<file path="config.mk">
export PLATFORM = sky130hd
export DESIGN_NAME = btn_debounce_array
export DESIGN_NICKNAME = d
export VERILOG_FILES = /design/src/rtl/btn_debounce_pkg.sv /design/src/rtl/btn_debounce_array_fsm.sv /design/src/rtl/btn_debounce_array.sv
export SDC_FILE = /design/constraint.sdc
export NUM_CORES = 1
export LEC_CHECK = 0
export BUFFER_PORTS_ARGS = -buffer_cell sky130_fd_sc_hd__buf_4
export CAP_MARGIN = 20
export CORE_ASPECT_RATIO = 0.75
export CORE_MARGIN = 4
export CORE_UTILIZATION = 40
export DETAILED_ROUTE_END_ITERATION = 8
export HOLD_SLACK_MARGIN = 0.15
export PLACE_DENSITY = 0.53
export SYNTH_ARGS = -nofsm -noshare
export SYNTH_HDL_FRONTEND = slang
export SYNTH_SLANG_ARGS = --single-unit
</file>
<file path="constraint.sdc">
create_clock -name clk -period 2.3 [get_ports clk]
set_input_delay 0.23 -clock clk [delete_from_list [all_inputs] [get_ports clk]]
set_output_delay 0.23 -clock clk [all_outputs]
set_load 0.02 [all_outputs]
</file>
<file path="src/rtl/btn_debounce_pkg.sv">
// Shared types and defaults for the push-button debounce array.
// Holds the per-channel FSM state encoding and the default tick width.
package btn_debounce_pkg;

  localparam int N_DEFAULT = 20;

  typedef enum logic [2:0] {
    ZERO    = 3'd0,
    WAIT1_1 = 3'd1,
    WAIT1_2 = 3'd2,
    WAIT1_3 = 3'd3,
    ONE     = 3'd4,
    WAIT0_1 = 3'd5,
    WAIT0_2 = 3'd6,
    WAIT0_3 = 3'd7
  } db_state_e;

  // Debounced level is high in ONE and while confirming a release.
  function automatic logic level_of(db_state_e s);
    return (s == ONE) || (s == WAIT0_1) ||
           (s == WAIT0_2) || (s == WAIT0_3);
  endfunction

endpackage

</file>
<file path="src/rtl/btn_debounce_array_fsm.sv">
// Single-channel debounce FSM with registered level and press pulse.
// A level change must persist across three tick boundaries to commit.
module debounce_fsm
  import btn_debounce_pkg::*;
(
  input  logic clk,
  input  logic reset,
  input  logic sw,
  input  logic m_tick,
  output logic db_level,
  output logic db_tick
);

  db_state_e state_q, state_d;
  logic      level_q, level_d;
  logic      tick_q, tick_d;

  // State, level and pulse registers.
  always_ff @(posedge clk) begin
    if (reset) begin
      state_q <= ZERO;
      level_q <= 1'b0;
      tick_q  <= 1'b0;
    end else begin
      state_q <= state_d;
      level_q <= level_d;
      tick_q  <= tick_d;
    end
  end

  // Next state; sw is checked first so a glitch aborts any wait.
  always_comb begin
    state_d = state_q;
    unique case (state_q)
      ZERO: begin
        if (sw) state_d = WAIT1_1;
      end
      WAIT1_1: begin
        if (!sw)        state_d = ZERO;
        else if (m_tick) state_d = WAIT1_2;
      end
      WAIT1_2: begin
        if (!sw)        state_d = ZERO;
        else if (m_tick) state_d = WAIT1_3;
      end
      WAIT1_3: begin
        if (!sw)        state_d = ZERO;
        else if (m_tick) state_d = ONE;
      end
      ONE: begin
        if (!sw) state_d = WAIT0_1;
      end
      WAIT0_1: begin
        if (sw)          state_d = ONE;
        else if (m_tick) state_d = WAIT0_2;
      end
      WAIT0_2: begin
        if (sw)          state_d = ONE;
        else if (m_tick) state_d = WAIT0_3;
      end
      WAIT0_3: begin
        if (sw)          state_d = ONE;
        else if (m_tick) state_d = ZERO;
      end
      default: state_d = ZERO;
    endcase
  end

  // Outputs track the next state so they align with state_q.
  always_comb begin
    level_d = level_of(state_d);
    tick_d  = (state_q == WAIT1_3) && (state_d == ONE);
  end

  assign db_level = level_q;
  assign db_tick  = tick_q;

endmodule

</file>
<file path="src/rtl/btn_debounce_array.sv">
// Multi-channel button debouncer: synchronizers, shared tick counter,
// and one debounce FSM per channel.
module btn_debounce_array
  import btn_debounce_pkg::*;
#(
  parameter int N_CH = 4,
  parameter int N    = N_DEFAULT
) (
  input  logic            clk,
  input  logic            reset,
  input  logic [N_CH-1:0] btn,
  output logic [N_CH-1:0] db_level,
  output logic [N_CH-1:0] db_tick
);

  logic [N_CH-1:0] sync1_q, sync1_d;
  logic [N_CH-1:0] sync2_q, sync2_d;
  logic [N-1:0]    cnt_q, cnt_d;
  logic            m_tick;

  // Two-stage synchronizer and free-running tick counter.
  always_ff @(posedge clk) begin
    if (reset) begin
      sync1_q <= '0;
      sync2_q <= '0;
      cnt_q   <= '0;
    end else begin
      sync1_q <= sync1_d;
      sync2_q <= sync2_d;
      cnt_q   <= cnt_d;
    end
  end

  // Next values for synchronizer and counter; counter wraps naturally.
  always_comb begin
    sync1_d = btn;
    sync2_d = sync1_q;
    cnt_d   = cnt_q + 1'b1;
  end

  assign m_tick = &cnt_q;

  for (genvar i = 0; i < N_CH; i++) begin : g_ch
    debounce_fsm u_fsm (
      .clk      (clk),
      .reset    (reset),
      .sw       (sync2_q[i]),
      .m_tick   (m_tick),
      .db_level (db_level[i]),
      .db_tick  (db_tick[i])
    );
  end

endmodule
</file>
==> reports/qor.csv, run 1 <==
metric;value;unit
final_cell_count_no_fill;285;
synthCells;220;
wl;3.791;mm
r2r_slack;0.32;ns
min_path_cells;2;
drt-initial-drc-count;44;
synthesis.nets;227;
grt_usage;12.34;%
grt_pass1_vias;1414;
yosysTopAreaCell;dfxtp_1;
r2r_cells;5;
whs_endpoint;sync1_q[0];
path_max_fanout;7;
die_w;89.72;um
antenna_found_initial;0;
synth_top_area_share;47.97;%
relSlewSlack;69.61;%
finalSetupTns;0;ns
syn_to_final_growth;9.994;%
portBuffers;13;
drcViolationCount;0;
ir_drop;0.0003263;V
fmax;504.9;MHz
ys_ff_latch;48;
grt_max_degree;45;
path_class;reg -> reg;
slew_violations;0;
seq_area;960.9;um^2
gp_congestion;0.7390;
grt-ovfl-total;0;
min-delay-path-class;in -> reg;
rows;22;
die_y;69.29;um
vias;1527;
rsz0062_at_grt;no;
cts.sinks;48;
post_cts_buffers;0;
crit_arrival;2.20;ns
synth_warnings;0;
cts-buffers-inserted;5;
cts-root-buf;clkbuf_8;
drt_pass1_iterations;4;
required;2.52;ns
cts_tree;done;
avgRoutedWirePerCell;13.30;um
ant_nets;0;
power.total;1486;uW
insertion_delay;0.29;ns
status;completed;
startpoint_type;register;
grt_pass1_wl;6.272;mm
powerDensity;674.2;nW/um^2
dp.cells;274;
hold_violations;0;
fin_crit;1.980;ns
avgViaCountPerCell;5.358;
ys_seq_area_share;47.97;%
r2r_end;cnt_q[18];
nNetsFinal;231;
core;4872;um^2
finish.utilization;45.22;%
netlist_area;2003;um^2
htree_levels;2;
drive_above_1_share;11.11;%
cts-resized-gates;0;
worstMarginPinSlew;0.4545;ns
clkTransAtPathRegs;0.09;ns
setup_violations;0;
yosys-top-cells-area;dfxtp_1 (48%), a21oi_1 (5.2%), xor2_1 (3.9%), nand4_1 (3.1%), nand3_1 (3.0%);
multiInputGateArea;890.9;um^2
n_antenna_cell;0;
hpwl;2.707;mm
synth_cell_types;28;
cts_buffer_depth;2;
fin_crit_sh;86.11;%
endpoint_kind;register;
syn_area_per_cell;9.105;um^2
maxCapViolations;0;
fillers;483;
p_leak;0.0007871;uW
worst_hold_slack;0.1578;ns
dieArea;6216;um^2
holdBufCountCts;3;
skew;0.008357;ns
r2r_start;cnt_q[0];
hold_start;btn[0];
ios;14;
initial_core_util;41.11;%
==> area by class of cell <==
cell class	count	area share (%)
Multi-Input combinational cell	142	40.43
Tap cell	60	3.407
Clock buffer	6	3.294
Timing Repair Buffer	16	5.792
Inverter	11	1.874
Sequential cell	48	43.61
Clock inverter	2	1.590
==> cell usage after synthesis <==
master / instances
a211oi_1: 4
a21oi_1: 21
a31o_2: 4
and2_1: 5
and3_1: 3
and4_1: 5
buf_4: 8
buf_6: 1
clkbuf_1: 9
clkbuf_2: 1
dfxtp_1: 48
ha_1: 1
inv_1: 11
nand2_1: 5
nand2b_1: 5
nand3_1: 12
nand4_1: 10
nor2_1: 11
nor2b_1: 9
nor3_1: 4
o211a_1: 4
o21ai_0: 8
o31ai_1: 5
or3_1: 7
or4_1: 5
or4_4: 1
xnor2_1: 4
xor2_1: 9
==> stage by stage <==
step / area, um^2 / setup slack, ns
4_1_cts: 2203 / 0.2822
3_3_place_gp: 2066 / 0.4316
5_1_grt: 2203 / 0.1420
3_5_place_dp: 2066 / 0.3101
2_1_floorplan: 2003 / 0.5405
6_report: 2203 / 0.3195
==> state kept, by name, summed over array words and instances (netlist names) <==
| name | cells |
|---|---|
| g_ch.u_fsm.db_level | 4 |
| cnt_q | 20 |
| sync2_q | 4 |
| sync1_q | 4 |
| g_ch.u_fsm.db_tick | 4 |
| g_ch.u_fsm.state_q | 12 |
==> worst max-delay path: stages, from the launching register on <==
cell,delay (ns)
dfxtp_1,0.38
ha_1,0.22
and3_1,0.31
nand4_1,0.30
or4_1,0.56
a21oi_1,0.15
==> logic make-up (layout without fill, tap and decap cells) <==
family | after synthesis | after routing | synth area share, %
fa+ha+maj | 1 | 1 | 0.6245
xor+xnor | 13 | 13 | 5.684
compound gates | 46 | 46 | 14.37
buf+inv | 30 | 35 | 7.558
simple gates | 82 | 82 | 23.80
flops | 48 | 48 | 47.97
==> worst max path at each step <==
stage	start	end	depth (start not counted)
after CTS	cnt_q[0]	cnt_q[18]	5
after global placement	cnt_q[0]	g_ch[1].u_fsm.state_q[1]	5
final	cnt_q[0]	cnt_q[18]	5
after detailed placement	cnt_q[0]	cnt_q[18]	5
after global routing	cnt_q[0]	g_ch[0].u_fsm.state_q[1]	5
after floorplan	cnt_q[0]	cnt_q[18]	6
==> placed cells by master (no fill, tap or decap), types with 3 or more instances in the layout <==
master         synthesis  routed
or4_1                  5       5
inv_1                 11      11
and3_1                 3       3
nand4_1               10      10
nor2_1                11      11
dlygate4sd3_1          0       3
a31o_2                 4       4
a21oi_1               21      21
xor2_1                 9       9
xnor2_1                4       4
o31ai_1                5       5
nor2b_1                9       9
o211a_1                4       4
nand3_1               12      12
or3_1                  7       7
o21ai_0                8       8
clkbuf_8               0       5
a211oi_1               4       4
nand2b_1               5       5
dfxtp_1               48      48
buf_4                  8      13
nor3_1                 4       4
nand2_1                5       5
and2_1                 5       5
and4_1                 5       5
==> routing by layer <==
layer	part of all wire (%)	global-route usage, %
met2	46	19.58
met1	50	16.13
met5	0	0
met4	0.98	4.762
met3	3.1	3.254
==> power breakdown <==
group | leakage, uW | switching, uW | total, uW | internal (uW)
Sequential | 0.000389 | 8.49 | 852 | 843
Combinational | 0.000343 | 20.2 | 40.2 | 19.9
Clock | 0.0000552 | 271 | 594 | 323
Total | 0.000787 | 300 | 1490 | 1190
No activity file was read; power rests on OpenSTA's default activity.
==> inputs of run 2 (changes only) <==
--- a/config.mk
+++ b/config.mk
@@ -8,7 +8,6 @@
 export BUFFER_PORTS_ARGS = -buffer_cell sky130_fd_sc_hd__buf_4
 export CAP_MARGIN = 20
 export CORE_ASPECT_RATIO = 0.75
-export CORE_MARGIN = 4
 export CORE_UTILIZATION = 40
 export DETAILED_ROUTE_END_ITERATION = 8
 export HOLD_SLACK_MARGIN = 0.15
@@ -16,3 +15,4 @@
 export SYNTH_ARGS = -nofsm -noshare
 export SYNTH_HDL_FRONTEND = slang
 export SYNTH_SLANG_ARGS = --single-unit
+export TNS_END_PERCENT = 50
==> reports/qor.csv, run 2 (synthesis results as in run 1) <==
metric;value;unit
ios;14;
cts.sinks;48;
wl;3.751;mm
crit_path_top_delay_cell;or4_1;
whs_endpoint;sync1_q[3];
nNetsFinal;232;
hpwl;2.541;mm
powerDensity;673.5;nW/um^2
power_frac_clock;40.0;%
p_leak;0.0007913;uW
required;2.54;ns
cts-buffers-inserted;5;
regMostFlops;cnt_q;
cts-root-buf;clkbuf_8;
rows;21;
place_ws;0.3437;ns
dp.cells;271;
syn_to_final_growth;10.31;%
switching_power;301.3;uW
cts_buffer_depth;2;
layout_commonest_cell;dfxtp_1;
post_cts_buffers;0;
cts_tree;done;
die_y;63.29;um
power.internal;1187;uW
worst_slack;0.3210;ns
drcViolationCount;0;
path_max_fanout;7;
min-delay-path-class;in -> reg;
grt-ovfl-total;0;
worstMarginPinSlew;0.4456;ns
drt-initial-drc-count;83;
fin_crit;1.979;ns
largest_register_ffs;20;
relSlewSlack;70.21;%
vias;1541;
core;4624;um^2
drt_pass1_iterations;4;
holdBufCountCts;4;
layout_common_cells;dfxtp_1 (48), a21oi_1 (21), buf_4 (13);
clkTransAtPathRegs;0.09;ns
dieArea;5298;um^2
gp_congestion;0.7460;
endpoint_kind;register;
p_comb_share;2.8;%
finalSetupTns;0;ns
ir_drop;0.0004784;V
hold_violations;0;
rsz0062_at_grt;no;
n_antenna_cell;0;
ant_nets;0;
path_class;reg -> reg;
initial_core_util;43.32;%
grt_pass1_vias;1498;
fmax;505.3;MHz
r2r_end;g_ch[3].u_fsm.state_q[1];
place_area;2062;um^2
maxCapViolations;0;
portBuffers;13;
r2r_cells;5;
grt_pass1_wl;6.644;mm
skew;0.008351;ns
grt_usage;15.84;%
max_stage_delay;0.55;ns
antenna_found_initial;0;
final_cell_area;2210;um^2
power_frac_seq;57.3;%
final_cell_count_no_fill;283;
avgRoutedWirePerCell;13.25;um
hold_start;reset;
setup_violations;0;
r2r_start;cnt_q[0];
crit_arrival;2.22;ns
switching_share;20.25;%
avgViaCountPerCell;5.445;
startpoint_type;register;
worst_hold_slack;0.3518;ns
drive_above_1_share;11.06;%
cts-resized-gates;0;
slew_violations;0;
crit_chain;ha_1 -> and3_1 -> nand4_1 -> or4_1 -> a21oi_1;
fin_crit_sh;86.04;%
grt_max_degree;45;
min_path_cells;2;
die_w;83.72;um
r2r_slack;0.32;ns
status;completed;
htree_levels;2;
insertion_delay;0.30;ns
largestRegisters;cnt_q (20), g_ch.u_fsm.state_q (12);
-- run 2: power by group through the flow --
stage	clock network, uW	logic [uW]	registers (uW)
after floorplan	0	26.0	869
after global placement	0	34.9	871
after detailed placement	0	36.3	872
after CTS	620	41.8	852
after global routing	667	45.8	855
final	595	41.2	852
-- run 2: area by class of cell --
cell class	count	area [um^2]
well taps	57	71.32
multi-input cells	142	890.9
fillers	427	2415
inverters	11	41.29
repair buffers	17	137.6
flip-flops and latches	48	960.9
clock inverters	2	35.03
clock buffers	6	72.57
-- run 2: worst max path at each step --
stage | cells after the start | slack [ns] | start | to
2_1_floorplan | 6 | 0.54 | cnt_q[0] | cnt_q[18]
3_3_place_gp | 5 | 0.43 | cnt_q[0] | g_ch[1].u_fsm.state_q[1]
3_5_place_dp | 5 | 0.34 | cnt_q[0] | g_ch[1].u_fsm.state_q[1]
4_1_cts | 5 | 0.33 | cnt_q[0] | g_ch[1].u_fsm.state_q[1]
5_1_grt | 5 | 0.19 | cnt_q[0] | g_ch[1].u_fsm.state_q[1]
6_report | 5 | 0.32 | cnt_q[0] | g_ch[3].u_fsm.state_q[1]
-- run 2: critical path: cells and delay by family, from the launching register on --
kind | cells | cell delay, ns
adders and majority gates | 1 | 0.22
and+or+nand+nor | 3 | 1.18
DFF | 1 | 0.38
AOI/OAI and AO/OA | 1 | 0.15
-- run 2: metrics by stage --
stage / utilization, % / power, uW
3_5_place_dp: 44.59 / 908.2
3_3_place_gp: 44.59 / 905.9
4_1_cts: 47.78 / 1514
5_1_grt: 47.78 / 1568
6_report: 47.78 / 1488
2_1_floorplan: - / 895.1
-- run 2: layer usage --
metal,part of all wire (%),track usage [%]
met3,3.3,5.898
met2,44,26.02
met1,51,19.37
met4,1.2,4.873
met5,0,0
==> inputs of run 3 (changes only) <==
--- a/config.mk
+++ b/config.mk
@@ -11,6 +11,7 @@
 export CORE_UTILIZATION = 40
 export DETAILED_ROUTE_END_ITERATION = 8
 export HOLD_SLACK_MARGIN = 0.15
+export MAX_ROUTING_LAYER = met4
 export PLACE_DENSITY = 0.53
 export SYNTH_ARGS = -nofsm -noshare
 export SYNTH_HDL_FRONTEND = slang
==> reports/qor.csv, run 3 (synthesis results as in run 1) <==
metric;value;unit
finish.utilization;47.78;%
whs_endpoint;sync1_q[3];
wl;3.743;mm
crit_arrival;2.21;ns
power.total;1488;uW
ios;14;
r2r_end;g_ch[3].u_fsm.state_q[1];
fmax;505.8;MHz
cts-root-buf;clkbuf_8;
path_class;reg -> reg;
grt_usage;16.30;%
grt_pass1_wl;6.651;mm
regMostFlops;cnt_q;
dp.cells;271;
required;2.54;ns
grt_pass1_vias;1494;
initial_core_util;43.32;%
startpoint_type;register;
largest_register_ffs;20;
cts_tree;done;
fin_crit_sh;85.96;%
grt-ovfl-total;0;
rows;21;
r2r_slack;0.32;ns
skew;0.008864;ns
post_cts_buffers;0;
hpwl;2.541;mm
nNetsFinal;232;
status;completed;
htree_levels;2;
crit_chain;ha_1 -> and3_1 -> nand4_1 -> or4_1 -> a21oi_1;
syn_to_final_growth;10.31;%
cts_buffer_depth;2;
rsz0062_at_grt;no;
core;4624;um^2
worst_hold_slack;0.3508;ns
layout_commonest_cell;dfxtp_1;
die_w;83.72;um
maxCapViolations;0;
die_y;63.29;um
portBuffers;13;
vias;1541;
insertion_delay;0.30;ns
relSlewSlack;70.22;%
finalSetupTns;0;ns
min_path_cells;2;
n_antenna_cell;0;
cts-buffers-inserted;5;
fin_crit;1.977;ns
r2r_start;cnt_q[0];
antenna_found_initial;0;
grt_max_degree;45;
hold_start;reset;
layout_common_cells;dfxtp_1 (48), a21oi_1 (21), buf_4 (13);
avgRoutedWirePerCell;13.23;um
drive_above_1_share;11.06;%
final_cell_count_no_fill;283;
r2r_cells;5;
clkTransAtPathRegs;0.09;ns
crit_path_top_delay_cell;or4_1;
worstMarginPinSlew;0.4455;ns
powerDensity;673.4;nW/um^2
drt-initial-drc-count;82;
drcViolationCount;0;
path_max_fanout;7;
endpoint_kind;register;
hold_violations;0;
largestRegisters;cnt_q (20), g_ch.u_fsm.state_q (12);
ir_drop;0.0004784;V
cts.sinks;48;
drt_pass1_iterations;4;
max_stage_delay;0.55;ns
avgViaCountPerCell;5.445;
min-delay-path-class;in -> reg;
p_leak;0.0007913;uW
setup_violations;0;
gp_congestion;0.7555;
dieArea;5298;um^2
ant_nets;0;
slew_violations;0;
==> run 3: cell counts in the layout (fill, tap and decap cells not counted) <==
Identical to the previous run, type by type.
==> run 3: how the worst max path moves through the flow <==
stage	from	endpoint	slack, ns	cells after the start
finish	cnt_q[0]	g_ch[3].u_fsm.state_q[1]	0.32	5
detailed placement	cnt_q[0]	g_ch[1].u_fsm.state_q[1]	0.34	5
CTS	cnt_q[0]	g_ch[1].u_fsm.state_q[1]	0.33	5
floorplan	cnt_q[0]	cnt_q[18]	0.54	6
global placement	cnt_q[0]	g_ch[1].u_fsm.state_q[1]	0.43	5
global route	cnt_q[0]	g_ch[1].u_fsm.state_q[1]	0.19	5
==> run 3: cell type report <==
cell class | instances | area [um^2]
clock buffers | 6 | 72.57
fillers | 427 | 2415
clock inverters | 2 | 35.03
repair buffers | 17 | 137.6
inverters | 11 | 41.29
multi-input cells | 142 | 890.9
flip-flops and latches | 48 | 960.9
well taps | 57 | 71.32
==> run 3: worst max-delay path: cells and delay by family (launching register included) <==
family	cells	cell delay (ns)
AND/OR/NAND/NOR	3	1.18
AO/OA/AOI/OAI	1	0.15
adder cells (fa/ha/maj)	1	0.22
flip-flops	1	0.38
==> run 3: power by group <==
part,internal [uW],total (uW),switching (uW),leakage (uW)
Clock,323,595,272,0.0000552
Sequential,843,852,8.98,0.000389
Combinational,20.9,41.3,20.4,0.000347
==> run 3: through the flow <==
stage / area [um^2] / setup WS, ns
after floorplan: 2003 / 0.5405
after global placement: 2062 / 0.4341
after detailed placement: 2062 / 0.3437
after CTS: 2210 / 0.3278
after global routing: 2210 / 0.1916
final: 2210 / 0.3230
==> run 3: what timing repair did <==
| item | 4_1_cts | 5_1_grt |
|---|---|---|
| hold endpoints to repair | 4 | 0 |
| hold buffers | 4 | 0 |
| gates resized for setup | 0 | 0 |
| setup endpoints to repair | 0 | 0 |
==> run 3: per-layer routing <==
metal  vias to the layer above  share of wire [%]  global-route usage, %
met5                         -                  0                      -
met4                         0               0.77                  4.873
met3                         2                3.2                  5.898
met2                        14                 45                  26.02
met1                       744                 51                  19.37
li1                        781                  -                      -
